$ cat src/rtl/gat_pkg.sv
// Shared constants and types for the GAT feature datapath.
// Holds the fixed sizing of the feature BRAM (element width, elements per
// vector, node count, read latency), the derived widths used by the
// fetcher, the fetcher state encoding and the node-to-base-address helper.
package gat_pkg;

    localparam int DATA_WIDTH         = 8;
    localparam int NUM_FEATURE_OUT    = 16;
    localparam int NUM_NODES          = 256;
    localparam int BRAM_RD_LAT        = 2;

    // Extra MSB on the node index so an out-of-range request is representable.
    localparam int NODE_W             = $clog2(NUM_NODES) + 1;
    localparam int NEW_FEATURE_WIDTH  = NUM_FEATURE_OUT * DATA_WIDTH;
    localparam int NEW_FEATURE_ADDR_W = $clog2(NUM_NODES * NUM_FEATURE_OUT);
    // One spare bit so a power-of-two element count does not wrap early.
    localparam int CNT_W              = $clog2(NUM_FEATURE_OUT) + 1;
    // Product width wide enough that idx*NUM_FEATURE_OUT never overflows
    // before truncation to the address width.
    localparam int PROD_W             = NODE_W + CNT_W;

    typedef enum logic [1:0] {
        IDLE  = 2'd0,
        FETCH = 2'd1,
        DRAIN = 2'd2,
        OUT   = 2'd3
    } fetch_state_t;

    // First BRAM address of a node's feature vector, truncated to the
    // address width.
    function automatic logic [NEW_FEATURE_ADDR_W-1:0] node_base(
        input logic [NODE_W-1:0] idx
    );
        logic [PROD_W-1:0] prod;
        prod = PROD_W'(idx) * PROD_W'(NUM_FEATURE_OUT);
        return prod[NEW_FEATURE_ADDR_W-1:0];
    endfunction

endpackage

$ cat src/rtl/bram_rd_lat_pipe.sv
// Valid shift register that tracks reads in flight through the BRAM.
// A bit enters at din on every issued read and appears at tail exactly
// DEPTH cycles later, aligned with the returning read data.
// Ports:
//   clk   - clock
//   rst_n - asynchronous active-low reset, clears all stages
//   clr   - synchronous clear of all stages
//   din   - read issued this cycle
//   tail  - read data on the BRAM output is valid this cycle
module bram_rd_lat_pipe #(
    parameter int DEPTH = 2
) (
    input  logic clk,
    input  logic rst_n,
    input  logic clr,
    input  logic din,
    output logic tail
);

    logic [DEPTH-1:0] stage_r;

    generate
        if (DEPTH == 1) begin : g_single
            // Single-stage pipe: register the issue flag directly.
            always_ff @(posedge clk or negedge rst_n) begin
                if (!rst_n) begin
                    stage_r <= 1'b0;
                end else if (clr) begin
                    stage_r <= 1'b0;
                end else begin
                    stage_r <= din;
                end
            end
        end else begin : g_multi
            // Multi-stage pipe: shift the issue flag one stage per cycle.
            always_ff @(posedge clk or negedge rst_n) begin
                if (!rst_n) begin
                    stage_r <= {DEPTH{1'b0}};
                end else if (clr) begin
                    stage_r <= {DEPTH{1'b0}};
                end else begin
                    stage_r <= {stage_r[DEPTH-2:0], din};
                end
            end
        end
    endgenerate

    assign tail = stage_r[DEPTH-1];

endmodule

$ cat src/rtl/feature_fetcher.sv
// Feature vector fetcher: reads NUM_FEATURE_OUT consecutive words of one
// node from feature BRAM port B, packs them into a single vector and hands
// it downstream with a valid/ready handshake.
// Ports:
//   clk, rst_n          - clock, asynchronous active-low reset
//   req_node_idx        - node to fetch (extra MSB flags out-of-range)
//   req_vld / req_rdy   - request handshake, ready only while idle
//   req_err             - one-cycle pulse after accepting an out-of-range node
//   feat_bram_addrb     - BRAM read address
//   feat_bram_enb       - BRAM read enable
//   feat_bram_doutb     - BRAM read data, BRAM_RD_LAT cycles after enable
//   feat_out            - packed vector, element i at [i*DATA_WIDTH +: DATA_WIDTH]
//   feat_out_vld / _rdy - output handshake
module feature_fetcher
    import gat_pkg::*;
(
    input  logic                          clk,
    input  logic                          rst_n,
    input  logic [NODE_W-1:0]             req_node_idx,
    input  logic                          req_vld,
    output logic                          req_rdy,
    output logic                          req_err,
    output logic [NEW_FEATURE_ADDR_W-1:0] feat_bram_addrb,
    output logic                          feat_bram_enb,
    input  logic [DATA_WIDTH-1:0]         feat_bram_doutb,
    output logic [NEW_FEATURE_WIDTH-1:0]  feat_out,
    output logic                          feat_out_vld,
    input  logic                          feat_out_rdy
);

    localparam logic [CNT_W-1:0]              CNT_ZERO  = CNT_W'(0);
    localparam logic [CNT_W-1:0]              CNT_ONE   = CNT_W'(1);
    localparam logic [CNT_W-1:0]              CNT_LAST  = CNT_W'(NUM_FEATURE_OUT - 1);
    localparam logic [NEW_FEATURE_ADDR_W-1:0] ADDR_ZERO = NEW_FEATURE_ADDR_W'(0);
    localparam logic [NEW_FEATURE_ADDR_W-1:0] ADDR_ONE  = NEW_FEATURE_ADDR_W'(1);
    localparam logic [NODE_W-1:0]             NODE_LIM  = NODE_W'(NUM_NODES);

    fetch_state_t                  state_r, state_s;
    logic                          req_rdy_r, req_rdy_s;
    logic                          req_err_r, req_err_s;
    logic                          enb_r, enb_s;
    logic [NEW_FEATURE_ADDR_W-1:0] addr_r, addr_s;
    logic [CNT_W-1:0]              rd_cnt_r, rd_cnt_s;
    logic [CNT_W-1:0]              cap_cnt_r, cap_cnt_s;
    logic                          vld_r, vld_s;
    logic [NEW_FEATURE_WIDTH-1:0]  feat_r;
    logic                          tail_s;
    logic                          cap_done_s;
    logic                          idx_bad_s;
    logic                          pipe_clr_s;

    // Nothing is in flight while idle, so the pipe is held clear there.
    assign pipe_clr_s = (state_r == IDLE);

    bram_rd_lat_pipe #(
        .DEPTH (BRAM_RD_LAT)
    ) u_lat_pipe (
        .clk   (clk),
        .rst_n (rst_n),
        .clr   (pipe_clr_s),
        .din   (enb_r),
        .tail  (tail_s)
    );

    assign idx_bad_s  = (req_node_idx >= NODE_LIM);
    assign cap_done_s = tail_s && (cap_cnt_r == CNT_LAST);

    // FSM state register.
    always_ff @(posedge clk or negedge rst_n) begin
        if (!rst_n) begin
            state_r <= IDLE;
        end else begin
            state_r <= state_s;
        end
    end

    // Next state and next values of all registered control outputs.
    always_comb begin
        state_s   = state_r;
        req_rdy_s = req_rdy_r;
        req_err_s = 1'b0;
        enb_s     = enb_r;
        addr_s    = addr_r;
        rd_cnt_s  = rd_cnt_r;
        vld_s     = vld_r;

        // Returns can be captured in FETCH as well as DRAIN.
        if (tail_s) begin
            cap_cnt_s = cap_cnt_r + CNT_ONE;
        end else begin
            cap_cnt_s = cap_cnt_r;
        end

        case (state_r)
            IDLE: begin
                req_rdy_s = 1'b1;
                enb_s     = 1'b0;
                vld_s     = 1'b0;
                if (req_vld) begin
                    if (idx_bad_s) begin
                        req_err_s = 1'b1;
                    end else begin
                        // First read goes out the cycle after accept.
                        state_s   = FETCH;
                        req_rdy_s = 1'b0;
                        enb_s     = 1'b1;
                        addr_s    = node_base(req_node_idx);
                        rd_cnt_s  = CNT_ZERO;
                        cap_cnt_s = CNT_ZERO;
                    end
                end else begin
                    state_s = IDLE;
                end
            end
            FETCH: begin
                if (rd_cnt_r == CNT_LAST) begin
                    // Last read is on the bus now; address is left at the
                    // final word so the top node never wraps past the end.
                    state_s  = DRAIN;
                    enb_s    = 1'b0;
                    rd_cnt_s = rd_cnt_r;
                end else begin
                    rd_cnt_s = rd_cnt_r + CNT_ONE;
                    addr_s   = addr_r + ADDR_ONE;
                end
            end
            DRAIN: begin
                if (cap_done_s) begin
                    state_s = OUT;
                    vld_s   = 1'b1;
                end else begin
                    state_s = DRAIN;
                end
            end
            OUT: begin
                if (feat_out_rdy) begin
                    state_s   = IDLE;
                    vld_s     = 1'b0;
                    req_rdy_s = 1'b1;
                end else begin
                    vld_s = 1'b1;
                end
            end
            default: begin
                state_s   = IDLE;
                req_rdy_s = 1'b1;
                enb_s     = 1'b0;
                vld_s     = 1'b0;
            end
        endcase
    end

    // Registered control outputs and counters.
    always_ff @(posedge clk or negedge rst_n) begin
        if (!rst_n) begin
            req_rdy_r <= 1'b1;
            req_err_r <= 1'b0;
            enb_r     <= 1'b0;
            addr_r    <= ADDR_ZERO;
            rd_cnt_r  <= CNT_ZERO;
            cap_cnt_r <= CNT_ZERO;
            vld_r     <= 1'b0;
        end else begin
            req_rdy_r <= req_rdy_s;
            req_err_r <= req_err_s;
            enb_r     <= enb_s;
            addr_r    <= addr_s;
            rd_cnt_r  <= rd_cnt_s;
            cap_cnt_r <= cap_cnt_s;
            vld_r     <= vld_s;
        end
    end

    // Write each returning word into its element slot of the output vector.
    always_ff @(posedge clk or negedge rst_n) begin
        if (!rst_n) begin
            feat_r <= {NEW_FEATURE_WIDTH{1'b0}};
        end else begin
            for (int i = 0; i < NUM_FEATURE_OUT; i++) begin
                if (tail_s && (cap_cnt_r == CNT_W'(i))) begin
                    feat_r[i*DATA_WIDTH +: DATA_WIDTH] <= feat_bram_doutb;
                end else begin
                    feat_r[i*DATA_WIDTH +: DATA_WIDTH] <= feat_r[i*DATA_WIDTH +: DATA_WIDTH];
                end
            end
        end
    end

    assign req_rdy         = req_rdy_r;
    assign req_err         = req_err_r;
    assign feat_bram_enb   = enb_r;
    assign feat_bram_addrb = addr_r;
    assign feat_out        = feat_r;
    assign feat_out_vld    = vld_r;

endmodule

$ cat config.mk
export PLATFORM = sky130hd
export DESIGN_NAME = feature_fetcher
export DESIGN_NICKNAME = d
export VERILOG_FILES = /design/src/rtl/gat_pkg.sv /design/src/rtl/bram_rd_lat_pipe.sv /design/src/rtl/feature_fetcher.sv
export SDC_FILE = /design/constraint.sdc
export NUM_CORES = 1
export LEC_CHECK = 0
export BUFFER_PORTS_ARGS = -buffer_cell sky130_fd_sc_hd__buf_2
export CAP_MARGIN = 20
export CORE_UTILIZATION = 50
export CTS_CLUSTER_DIAMETER = 40
export CTS_CLUSTER_SIZE = 12
export DETAILED_ROUTE_END_ITERATION = 7
export GPL_ROUTABILITY_DRIVEN = 0
export HOLD_SLACK_MARGIN = 0.02
export PLACE_DENSITY_LB_ADDON = 0.2
export REMOVE_ABC_BUFFERS = 1
export SYNTH_ARGS = -nofsm -noshare
export SYNTH_HDL_FRONTEND = slang
export SYNTH_SLANG_ARGS = --single-unit
$ cat constraint.sdc
create_clock -name clk -period 2.6 [get_ports clk]
set_input_delay 0.52 -clock clk [delete_from_list [all_inputs] [get_ports clk]]
set_output_delay 0.52 -clock clk [all_outputs]
set_load 0.03 [all_outputs]
==> flow_summary.toml <==
[run_status]
outcome = "complete, no violations"

[grt]
grt_antenna_before_repair = 0
overflow = 0
number_of_global_route_vias_before_repair = 4351
grt_first_pass_wirelength_mm = 23.3
grtUsageTotal_pct = 23.4
pin_count_of_the_biggest_net_entering_global_routing = 73

[synth]
postSynthRegisterBits = 158
synth_top_cells_by_count = "dfrtp_1, mux2_2, nand2_1, clkbuf_1, ha_1"
netlist_top_cells_area = "dfrtp_1, mux2_2, ha_1"
postSynthCellCount = 464
synth.lib_cells_used.distinct = 45
synth_enable_flop_cells = 0
synth.largest_area_cell = "dfrtp_1"
most_used_standard_cell_by_instance_count_after_synthesis = "dfrtp_1"
synth.top_cell.area_share_pct = 60.1
synth_warnings = 0
syn-cell-area_mm2 = 0.00654
syn_avg_cell_area_um2 = 14.1
ffs_w_async_s_r_synth_pct = 100
synth_top_flop_cell = "dfrtp_1"
seq_area_frac_synth_pct = 60.5

[clocking]
tritoncts = "done"
holdBufCountCts = 0
post-cts-setup-buffer-count = 0
cts-root-to-sink-buffers = 2
clk_pin_slew_worst_paths_ps = 60
cts_resized = 0
cts.htree.levels = 4
clkLatencyLatePin_ps = 420
clockRootBuffer = "clkbuf_16"
clock_sinks = 158
cts_buffers = 17

[floorplan]
die_area_mm2 = 0.0135
floorplan.initialDensity_pct = 51.6
io_pins = 165
die_y_um = 116
core_region_area_mm2 = 0.0127
fp-row-count = 41
dieWidth_um = 116

[placement]
dpl-instance-area_mm2 = 0.00755
half_perimeter_wire_length_after_placement_mm = 10.0
placed_cells_incl_taps = 785
pre_cts_worst_setup_slack_ps = 357
place.port_buffers = 164

[detailed_routing]
postRouteAntennaNets = 0
drt-pass1-iter-count = 4
drt_first_iter_violations = 244
detail_route.wl_per_cell_um = 18.0
finalWirelength_mm = 14.7
detail_route.vias_per_cell = 5.35
detailroute.via_count = 4370
count_of_unresolved_drc_violations_after_routing = 0

[critical_path]
crit_required_ps = 2930
cp_max_fo = 14
cp-start-kind = "flop"
regToRegSetupSlack_ps = 330
timing_worst_setup_path_type = "flop to flop"
critical_path_at_ps = 2590
worst_setup_path_end_kind = "flop"

[sta]
hold_slack_ps = 116
report.final.hold_viol_count = 0
period_needed_ps = 2270
grt_setup_unrepaired = "false"
slew-limit-headroom_pct = 54.1
final_min_period_over_clock_period_pct = 87.1
achievable_clock_frequency_mhz = 441
finalSetupViolations = 0
slew_viol_final = 0
finalSetupTns_ps = 0
final_skew_ps = 6.40
max_slew.worst_pin.slew_ps = 688
fin_ws_ps = 335

[final_layout]
antenna_cells = 0
fillerInstances = 972
post_layout_nonfiller_instances = 817
final_layout_size_suffix_gt1_share_pct = 52.6
stdcell_area_mm2 = 0.00818
seqCellArea_mm2 = 0.00396
area.growth.synth_to_final_pct = 25.1
multi_input_comb_area_mm2 = 0.00246
final_net_count = 666

[power_and_ir_drop]
p_leak_nw = 3.78
ir_worst_vdd_mv = 0.307
power_density_cells_mw_per_mm2 = 705

[job]
cap_violations = 0

[hold_path]
timing.hold.worst.class = "input pin to async pin"
cells by family (layout without fill, tap and decap cells):
| group | after synthesis | after routing | share of synthesized area, % |
|---|---|---|---|
| flip-flops | 158 | 158 | 60.5 |
| multiplexers | 131 | 131 | 22.5 |
| AND/OR/NAND/NOR | 94 | 94 | 8.52 |
| AO/OA/AOI/OAI | 37 | 37 | 3.83 |
| buffers and inverters | 29 | 210 | 1.86 |
| adder cells (fa/ha/maj) | 13 | 13 | 2.49 |
| XOR/XNOR | 2 | 2 | 0.268 |
metrics by stage:
step / util (%) / power (W)
final: 64.5 / 0.00576
after global routing: 64.5 / 0.00597
after floorplan: - / 0.00296
after global placement: 59.6 / 0.00319
after CTS: 64.5 / 0.00581
after detailed placement: 59.6 / 0.00320
final cells by class:
cell class	count	share of cell area [%]
clock buffer	22	5.68
timing repair buffer	168	10.8
clock inverter	10	1.97
multi-input combinational	277	30.1
tap	172	2.63
inverter	10	0.459
sequential	158	48.4
where the power goes:
group	leakage, nW	total, W	switching [W]	internal (W)
logic	1.65	0.000538	0.000375	0.000163
registers	1.83	0.00261	0.0000509	0.00256
clock network	0.296	0.00261	0.000953	0.00165
flip-flops by register name, indices dropped and copies added (netlist names):
signal / count
feat_bram_enb: 1
cap_cnt_r: 5
feat_out: 128
u_lat_pipe.stage_r: 2
feat_bram_addrb: 12
req_err: 1
feat_out_vld: 1
state_r: 2
req_rdy: 1
rd_cnt_r: 5
placed cells by master, fill, tap and decap left out, types with 2 or more instances in the layout:
master / Yosys / routed
o31ai_1: 2 / 2
o22ai_1: 7 / 7
nand4_2: 2 / 2
nand2b_1: 9 / 9
a22o_1: 2 / 2
buf_2: 4 / 163
nand3_1: 8 / 8
nor2b_2: 2 / 2
clkbuf_1: 13 / 3
nand4_1: 7 / 7
a211oi_1: 3 / 3
clkinv_2: 0 / 2
bufinv_16: 0 / 4
and3_1: 4 / 4
nand2_1: 19 / 19
ha_1: 13 / 13
clkbuf_8: 0 / 2
o21ai_0: 9 / 9
clkbuf_16: 0 / 17
and4_1: 4 / 4
buf_12: 0 / 2
buf_4: 2 / 2
nand3b_1: 2 / 2
mux2_2: 128 / 128
nor2b_1: 7 / 7
nand2_2: 3 / 3
nor3_1: 5 / 5
a21oi_1: 6 / 6
or3_1: 2 / 2
mux2i_1: 2 / 2
nand3_2: 2 / 2
dfrtp_1: 157 / 157
nor2_1: 12 / 12
o32a_1: 3 / 3
clkinvlp_4: 0 / 3
inv_1: 10 / 10
path summary, 6_finish.rpt:
| kind | start | cells after the start | to |
|---|---|---|---|
| setup reg to reg | rd_cnt_r[0] | 7 | feat_bram_addrb[9] |
| hold reg to reg | u_lat_pipe.stage_r[0] | 1 | u_lat_pipe.stage_r[1] |
| setup / recovery | rd_cnt_r[0] | 7 | feat_bram_addrb[9] |
| hold / removal | rst_n | 1 | feat_out[53] |
| max in group asynchronous | rst_n | 2 | feat_out[106] |
| min in group clk | req_node_idx[4] | 3 | feat_bram_addrb[8] |
worst max-delay path, cell delays in order, from the launching register on:
cell	delay, ps
dfrtp_1	410
ha_1	230
and3_1	190
ha_1	160
nand2b_1	210
a22oi_2	560
o22ai_1	160
a211oi_1	240
metal layers:
metal	wire length, µm	track usage, %	vias up
met1	6260	29.0	2196
met2	7260	39.1	148
met5	0	0	-
li1	-	-	2008
met3	1000	7.73	18
met4	180	7.18	0
(Power assumes the default switching activity.)
